`config.mk`:
```
export PLATFORM = sky130hd
export DESIGN_NAME = code_match_round_flat
export DESIGN_NICKNAME = d
export VERILOG_FILES = /design/src/rtl/code_match_round_pkg.sv /design/src/rtl/code_match_round_if.sv /design/src/rtl/sec_downcounter.sv /design/src/rtl/code_match_round.sv /design/src/flat_wrapper.sv
export SDC_FILE = /design/constraint.sdc
export NUM_CORES = 1
export LEC_CHECK = 0
export ABC_AREA = 0
export CORE_MARGIN = 10
export CORE_UTILIZATION = 55
export DETAILED_ROUTE_END_ITERATION = 10
export GPL_ROUTABILITY_DRIVEN = 0
export PLACE_DENSITY = 0.82
export SLEW_MARGIN = 20
export SYNTH_ARGS = -nofsm -noshare
export SYNTH_HDL_FRONTEND = slang
export SYNTH_HIERARCHICAL = 1
export SYNTH_SLANG_ARGS = --single-unit
```
`constraint.sdc`:
```
create_clock -name i_clk -period 3.6 [get_ports i_clk]
set_input_delay 0.36 -clock i_clk [delete_from_list [all_inputs] [get_ports i_clk]]
set_output_delay 0.36 -clock i_clk [all_outputs]
set_load 0.03 [all_outputs]
```
`src/rtl/code_match_round_pkg.sv`:
```
// rtl/code_match_round_pkg.sv - shared widths, state encodings and symbol constants
// The display logic decodes state_o with these same encodings.
package code_match_round_pkg;

  localparam int NUM_SYM = 3;
  localparam int SYM_W   = 2;
  localparam int ENT_W   = NUM_SYM * SYM_W;
  localparam int TIME_W  = 7;

  localparam logic [2:0] ST_IDLE   = 3'd0;
  localparam logic [2:0] ST_LOAD   = 3'd1;
  localparam logic [2:0] ST_ENTER  = 3'd2;
  localparam logic [2:0] ST_CHECK  = 3'd3;
  localparam logic [2:0] ST_RESULT = 3'd4;
  localparam logic [2:0] ST_OVER   = 3'd5;

  localparam logic [SYM_W-1:0] SYM_ILLEGAL = 2'd3;

endpackage

```
`src/rtl/code_match_round_if.sv`:
```
// rtl/code_match_round_if.sv - game-round control/status bundle
// master drives the game inputs, slave is the round controller.
interface code_match_round_if #(
  parameter int SCORE_W = 8
);
  import code_match_round_pkg::*;

  logic                tick_1hz;
  logic [ENT_W-1:0]    rand_sym;
  logic                start;
  logic [SYM_W-1:0]    sym_in;
  logic                sym_valid;
  logic [ENT_W-1:0]    target;
  logic [ENT_W-1:0]    entry;
  logic [1:0]          entry_cnt;
  logic [SCORE_W-1:0]  score;
  logic [TIME_W-1:0]   time_left;
  logic [2:0]          state_o;
  logic                match_p;
  logic                miss_p;
  logic                game_over;

  modport master (
    output tick_1hz, rand_sym, start, sym_in, sym_valid,
    input  target, entry, entry_cnt, score, time_left, state_o, match_p, miss_p, game_over
  );

  modport slave (
    input  tick_1hz, rand_sym, start, sym_in, sym_valid,
    output target, entry, entry_cnt, score, time_left, state_o, match_p, miss_p, game_over
  );

endinterface

```
`src/rtl/sec_downcounter.sv`:
```
// rtl/sec_downcounter.sv - loadable 7-bit seconds down-counter with zero flag
// Load wins over enable; the count never wraps below zero.
module sec_downcounter #(
  parameter logic [6:0] RESET_VAL = 7'd60
) (
  input  logic       i_clk,
  input  logic       i_rst,
  input  logic       i_load,
  input  logic [6:0] i_load_val,
  input  logic       i_en,
  output logic [6:0] o_count,
  output logic       o_zero
);

  logic [6:0] r_count;

  always_ff @(posedge i_clk or posedge i_rst) begin
    if (i_rst) begin
      r_count <= RESET_VAL;
    end else if (i_load) begin
      r_count <= i_load_val;
    end else if (i_en && (r_count != 7'd0)) begin
      r_count <= r_count - 7'd1;
    end
  end

  assign o_count = r_count;
  assign o_zero  = (r_count == 7'd0);

endmodule

```
`src/rtl/code_match_round.sv`:
```
// rtl/code_match_round.sv - code-match game round FSM, entry register and comparator
// Round timer expiry preempts every other action in the active states.
module code_match_round
  import code_match_round_pkg::*;
#(
  parameter int ROUND_SECS  = 60,
  parameter int RESULT_SECS = 2,
  parameter int SCORE_W     = 8
) (
  input  logic              i_clk,
  input  logic              i_rst,
  code_match_round_if.slave bus
);

  localparam int RES_W = (RESULT_SECS < 1) ? 1 : $clog2(RESULT_SECS + 1);

  logic [2:0]         r_state;
  logic [ENT_W-1:0]   r_target;
  logic [ENT_W-1:0]   r_entry;
  logic [1:0]         r_entry_cnt;
  logic [SCORE_W-1:0] r_score;
  logic [RES_W-1:0]   r_res_cnt;
  logic               r_match_p;
  logic               r_miss_p;
  logic               r_game_over;

  logic               w_active;
  logic               w_start_ok;
  logic               w_expire;
  logic               w_sym_ok;
  logic               w_zero;
  logic [TIME_W-1:0]  w_time_left;
  logic [RES_W-1:0]   w_res_nxt;

  assign w_active   = (r_state == ST_LOAD) || (r_state == ST_ENTER) ||
                      (r_state == ST_CHECK) || (r_state == ST_RESULT);
  assign w_start_ok = bus.start && ((r_state == ST_IDLE) || (r_state == ST_OVER));
  // A zero-length game (time already 0 while active) ends at once as well.
  assign w_expire   = w_active && (w_zero || (bus.tick_1hz && (w_time_left == 7'd1)));
  assign w_sym_ok   = bus.sym_valid && (bus.sym_in != SYM_ILLEGAL);
  assign w_res_nxt  = r_res_cnt + 1'b1;

  sec_downcounter #(
    .RESET_VAL (7'(ROUND_SECS))
  ) u_timer (
    .i_clk      (i_clk),
    .i_rst      (i_rst),
    .i_load     (w_start_ok),
    .i_load_val (7'(ROUND_SECS)),
    .i_en       (bus.tick_1hz && w_active),
    .o_count    (w_time_left),
    .o_zero     (w_zero)
  );

  always_ff @(posedge i_clk or posedge i_rst) begin
    if (i_rst) begin
      r_state     <= ST_IDLE;
      r_target    <= '0;
      r_entry     <= '0;
      r_entry_cnt <= 2'd0;
      r_score     <= '0;
      r_res_cnt   <= '0;
      r_match_p   <= 1'b0;
      r_miss_p    <= 1'b0;
      r_game_over <= 1'b0;
    end else begin
      r_match_p <= 1'b0;
      r_miss_p  <= 1'b0;
      if (w_expire) begin
        r_state     <= ST_OVER;
        r_game_over <= 1'b1;
      end else begin
        case (r_state)
          ST_IDLE, ST_OVER: begin
            if (bus.start) begin
              r_state     <= ST_LOAD;
              r_score     <= '0;
              r_game_over <= 1'b0;
            end
          end
          ST_LOAD: begin
            r_target    <= bus.rand_sym;
            r_entry     <= '0;
            r_entry_cnt <= 2'd0;
            r_state     <= ST_ENTER;
          end
          ST_ENTER: begin
            if (w_sym_ok) begin
              for (int i = 0; i < NUM_SYM; i++) begin
                if (r_entry_cnt == 2'(i)) r_entry[i*SYM_W +: SYM_W] <= bus.sym_in;
              end
              r_entry_cnt <= r_entry_cnt + 2'd1;
              if (r_entry_cnt == 2'(NUM_SYM - 1)) r_state <= ST_CHECK;
            end
          end
          ST_CHECK: begin
            if (r_entry == r_target) begin
              r_match_p <= 1'b1;
              if (r_score != {SCORE_W{1'b1}}) r_score <= r_score + 1'b1;
            end else begin
              r_miss_p <= 1'b1;
            end
            r_res_cnt <= '0;
            r_state   <= ST_RESULT;
          end
          ST_RESULT: begin
            if (bus.tick_1hz) begin
              r_res_cnt <= w_res_nxt;
              if (w_res_nxt == RES_W'(RESULT_SECS)) r_state <= ST_LOAD;
            end
          end
          default: r_state <= ST_IDLE;
        endcase
      end
    end
  end

  assign bus.target    = r_target;
  assign bus.entry     = r_entry;
  assign bus.entry_cnt = r_entry_cnt;
  assign bus.score     = r_score;
  assign bus.time_left = w_time_left;
  assign bus.state_o   = r_state;
  assign bus.match_p   = r_match_p;
  assign bus.miss_p    = r_miss_p;
  assign bus.game_over = r_game_over;

endmodule

```
`src/flat_wrapper.sv`:
```
// flat-port wrapper written by rule: the top's interface ports become plain ports
module code_match_round_flat import code_match_round_pkg::*;
#(
  parameter int ROUND_SECS  = 60,
  parameter int RESULT_SECS = 2,
  parameter int SCORE_W     = 8
)
  (i_clk, i_rst, bus_tick_1hz, bus_rand_sym, bus_start, bus_sym_in, bus_sym_valid, bus_target, bus_entry, bus_entry_cnt, bus_score, bus_time_left, bus_state_o, bus_match_p, bus_miss_p, bus_game_over);
  code_match_round_if #(.SCORE_W(SCORE_W)) bus_i ();
  input  logic i_clk;
  input  logic i_rst;
  input wire logic [$bits(bus_i.tick_1hz)-1:0] bus_tick_1hz;
  input wire logic [$bits(bus_i.rand_sym)-1:0] bus_rand_sym;
  input wire logic [$bits(bus_i.start)-1:0] bus_start;
  input wire logic [$bits(bus_i.sym_in)-1:0] bus_sym_in;
  input wire logic [$bits(bus_i.sym_valid)-1:0] bus_sym_valid;
  output wire logic [$bits(bus_i.target)-1:0] bus_target;
  output wire logic [$bits(bus_i.entry)-1:0] bus_entry;
  output wire logic [$bits(bus_i.entry_cnt)-1:0] bus_entry_cnt;
  output wire logic [$bits(bus_i.score)-1:0] bus_score;
  output wire logic [$bits(bus_i.time_left)-1:0] bus_time_left;
  output wire logic [$bits(bus_i.state_o)-1:0] bus_state_o;
  output wire logic [$bits(bus_i.match_p)-1:0] bus_match_p;
  output wire logic [$bits(bus_i.miss_p)-1:0] bus_miss_p;
  output wire logic [$bits(bus_i.game_over)-1:0] bus_game_over;
  assign bus_i.tick_1hz = bus_tick_1hz;
  assign bus_i.rand_sym = bus_rand_sym;
  assign bus_i.start = bus_start;
  assign bus_i.sym_in = bus_sym_in;
  assign bus_i.sym_valid = bus_sym_valid;
  assign bus_target = bus_i.target;
  assign bus_entry = bus_i.entry;
  assign bus_entry_cnt = bus_i.entry_cnt;
  assign bus_score = bus_i.score;
  assign bus_time_left = bus_i.time_left;
  assign bus_state_o = bus_i.state_o;
  assign bus_match_p = bus_i.match_p;
  assign bus_miss_p = bus_i.miss_p;
  assign bus_game_over = bus_i.game_over;
  code_match_round #(.ROUND_SECS(ROUND_SECS), .RESULT_SECS(RESULT_SECS), .SCORE_W(SCORE_W)) u_core (.i_clk(i_clk), .i_rst(i_rst), .bus(bus_i));
endmodule
```
==> flow_summary.yaml <==
synth:
  yosysTopAreaCell: "dfrtp_1"
  synth_most_common_cell: "dfrtp_1"
  synth_seq_area_share: 0.408
  synth_top_area_frac: 0.362
  synth-seq-cells: 37
  syn-cell-area_um2: 2280
  avgSynthCellArea_um2: 9.66
  synth_cells: 236
  yosysWarnings: 6
  async_reset_ff_frac: 1.00
  ys_top_cells_by_count: "dfrtp_1 (33), nand2_1 (21), a21oi_1 (13), inv_1 (13), nor2_1 (12)"
  yosysUniqueCellTypes: 62
  synthFlopType: "dfrtp_1"
  synthTopCellsByArea: "dfrtp_1 (36%), dfstp_2 (4.6%), nand2_1 (3.5%), ha_1 (3.3%), a22o_1 (3.1%)"
  synth_edf_count: 0
floorplan:
  initial_core_util: 0.570
  die_area_um2: 7120
  core_um2: 4000
  die_x_um: 84.4
  ios: 48
  die_height_um: 84.4
  rows: 23
placed_design:
  place_hpwl_mm: 3.98
  io_buffers: 47
  pre_cts_ws_ns: 1.22
  placed_cells: 332
timing:
  fin_setup_tns_ns: 0
  setup_slack_ns: 1.20
  tightest_slew_ns: 0.666
  max_slew_margin: 0.556
  whs_ns: 0.329
  min_period_ns: 2.40
  min_period_over_period: 0.667
  setup_violations: 0
  skew_ns: 0.00500
  hold_violations: 0
  rsz0062_at_grt: "false"
  slew_violations: 0
  clock.fmax_ghz: 0.416
routing:
  viasPerCell: 5.86
  wl_per_cell_um: 16.4
  drc_errors: 0
  drtAntennaViolNets: 0
  postRouteWirelength_mm: 5.57
  drtPass1Iterations: 4
  drt_iter0_markers: 119
  vias: 1993
cells_and_area:
  finalNonFillerCells: 340
  fin_nets: 308
  diodes: 0
  syn2layout_area_growth_pct: 27.6
  layout-drive-gt1-share: 0.124
cts:
  cts_tree: "yes"
  insertion_delay_ns: 0.30
  numCtsBuffers: 5
  holdBufCountCts: 0
  cts.sink_count: 37
  cts_max_path_buffers: 2
  post_cts_resized: 0
  clkTransAtPathRegs_ns: 0.08
  h-tree-depth: 2
  post_cts_buffers: 0
  cts_root_buffer: "clkbuf_8"
setup_path:
  cp-start-kind: "flip-flop"
  worst-endpoint-required_ns: 3.83
  arrival_ns: 2.63
  crit_fanout: 16
  path_class: "flip-flop to flip-flop"
  crit_path_end_kind: "flip-flop"
global_routing:
  gr-total-overflow: 0
  grt_pass1_vias: 2058
  antenna_found_initial: 0
  grt_usage: 0.162
  grt_first_pass_wirelength_mm: 9.82
  grt_start_max_net_pins: 31
pwr:
  total_power_w: 0.00259
  ir_drop_uv: 561
  p_per_area_nw_per_um2: 890
  power.leakage_nw: 1.23
hold_path:
  hp-class: "primary input to async pin"
outcome:
  status: "completed"
run:
  maxCapViolCount: 0
==> routing by layer <==
layer	track usage	up-vias	share of wire	wire (um)
met4	0.0569	0	0.017	97
met5	0	-	0	0
met2	0.266	61	0.48	2690
li1	-	963	-	-
met1	0.182	957	0.42	2340
met3	0.0725	12	0.079	443
==> critical path, stage by stage (launching register included) <==
cell and delay (ns):
dfrtp_1 0.68, nor2_2 0.14, xor2_2 0.19, nor2_1 0.41, or4b_1 0.51, a211o_2 0.28
a21oi_1 0.12
==> flip-flops by register name (all words and copies together) (netlist names) <==
signal                  flops
u_core/bus.entry            6
u_core/bus.entry_cnt        2
u_core/bus.game_over        1
u_core/bus.match_p          1
u_core/bus.miss_p           1
u_core/bus.score            8
u_core/bus.state_o          3
u_core/bus.target           6
u_core/r_res_cnt            2
u_core/u_timer/o_count      7
==> final timing paths <==
path                                       start  depth (start not counted)  slack [ns]                         to
setup / recovery           u_core/bus.state_o[0]                          6        1.20  u_core/u_timer/o_count[3]
hold / removal                             i_rst                          2        0.33  u_core/u_timer/o_count[0]
setup reg to reg           u_core/bus.state_o[0]                          6        1.20  u_core/u_timer/o_count[3]
hold reg to reg             u_core/bus.game_over                          1        0.53       u_core/bus.game_over
max in group asynchronous                  i_rst                          3        2.85       u_core/bus.target[4]
min in group i_clk          u_core/bus.game_over                          1        0.53       u_core/bus.game_over
==> where the power goes <==
group | leakage [nW] | switching, W | internal [W]
logic | 0.696 | 0.000782 | 0.000610
registers | 0.473 | 0.000240 | 0.000573
clock network | 0.0574 | 0.000159 | 0.000225
total | 1.23 | 0.00118 | 0.00141
==> cell usage in the layout (no fill, tap or decap), drive strengths merged, types with 5 or more instances in the layout <==
master | synthesis | routed
nor4 | 8 | 8
ha | 6 | 6
o31ai | 5 | 5
inv | 15 | 15
a21oi | 15 | 15
nor3 | 5 | 5
nor2 | 14 | 14
clkdlybuf4s50 | 0 | 47
clkbuf | 2 | 6
nand2 | 21 | 21
a22o | 8 | 8
mux2 | 6 | 6
nand2b | 7 | 7
xor2 | 7 | 7
conb | 2 | 7
dfrtp | 33 | 33
nor2b | 5 | 5
o21ai | 12 | 12
==> cell type report <==
cell class                 instances  area, um^2
clock inverter                     2        37.5
multi-input combinational        182        1260
timing repair buffer              48         478
fill                             315        1090
tap                               50        62.6
sequential                        37         931
inverter                          15        56.3
clock buffer                       6        82.6
==> kinds of logic after synthesis <==
group,share of synthesized area
XOR/XNOR,0.0379
other,0.00329
AO/OA/AOI/OAI,0.186
multiplexers,0.0428
AND/OR/NAND/NOR,0.242
flip-flops,0.408
buffers and inverters,0.0466
adder cells (fa/ha/maj),0.0329
==> metrics by stage <==
step | util | instance area, um^2
6_report | 0.728 | 2910
3_5_place_dp | 0.698 | 2790
2_1_floorplan | - | 2300
3_3_place_gp | 0.698 | 2790
5_1_grt | 0.728 | 2910
4_1_cts | 0.728 | 2910
Power figures use the tool's default switching activity.
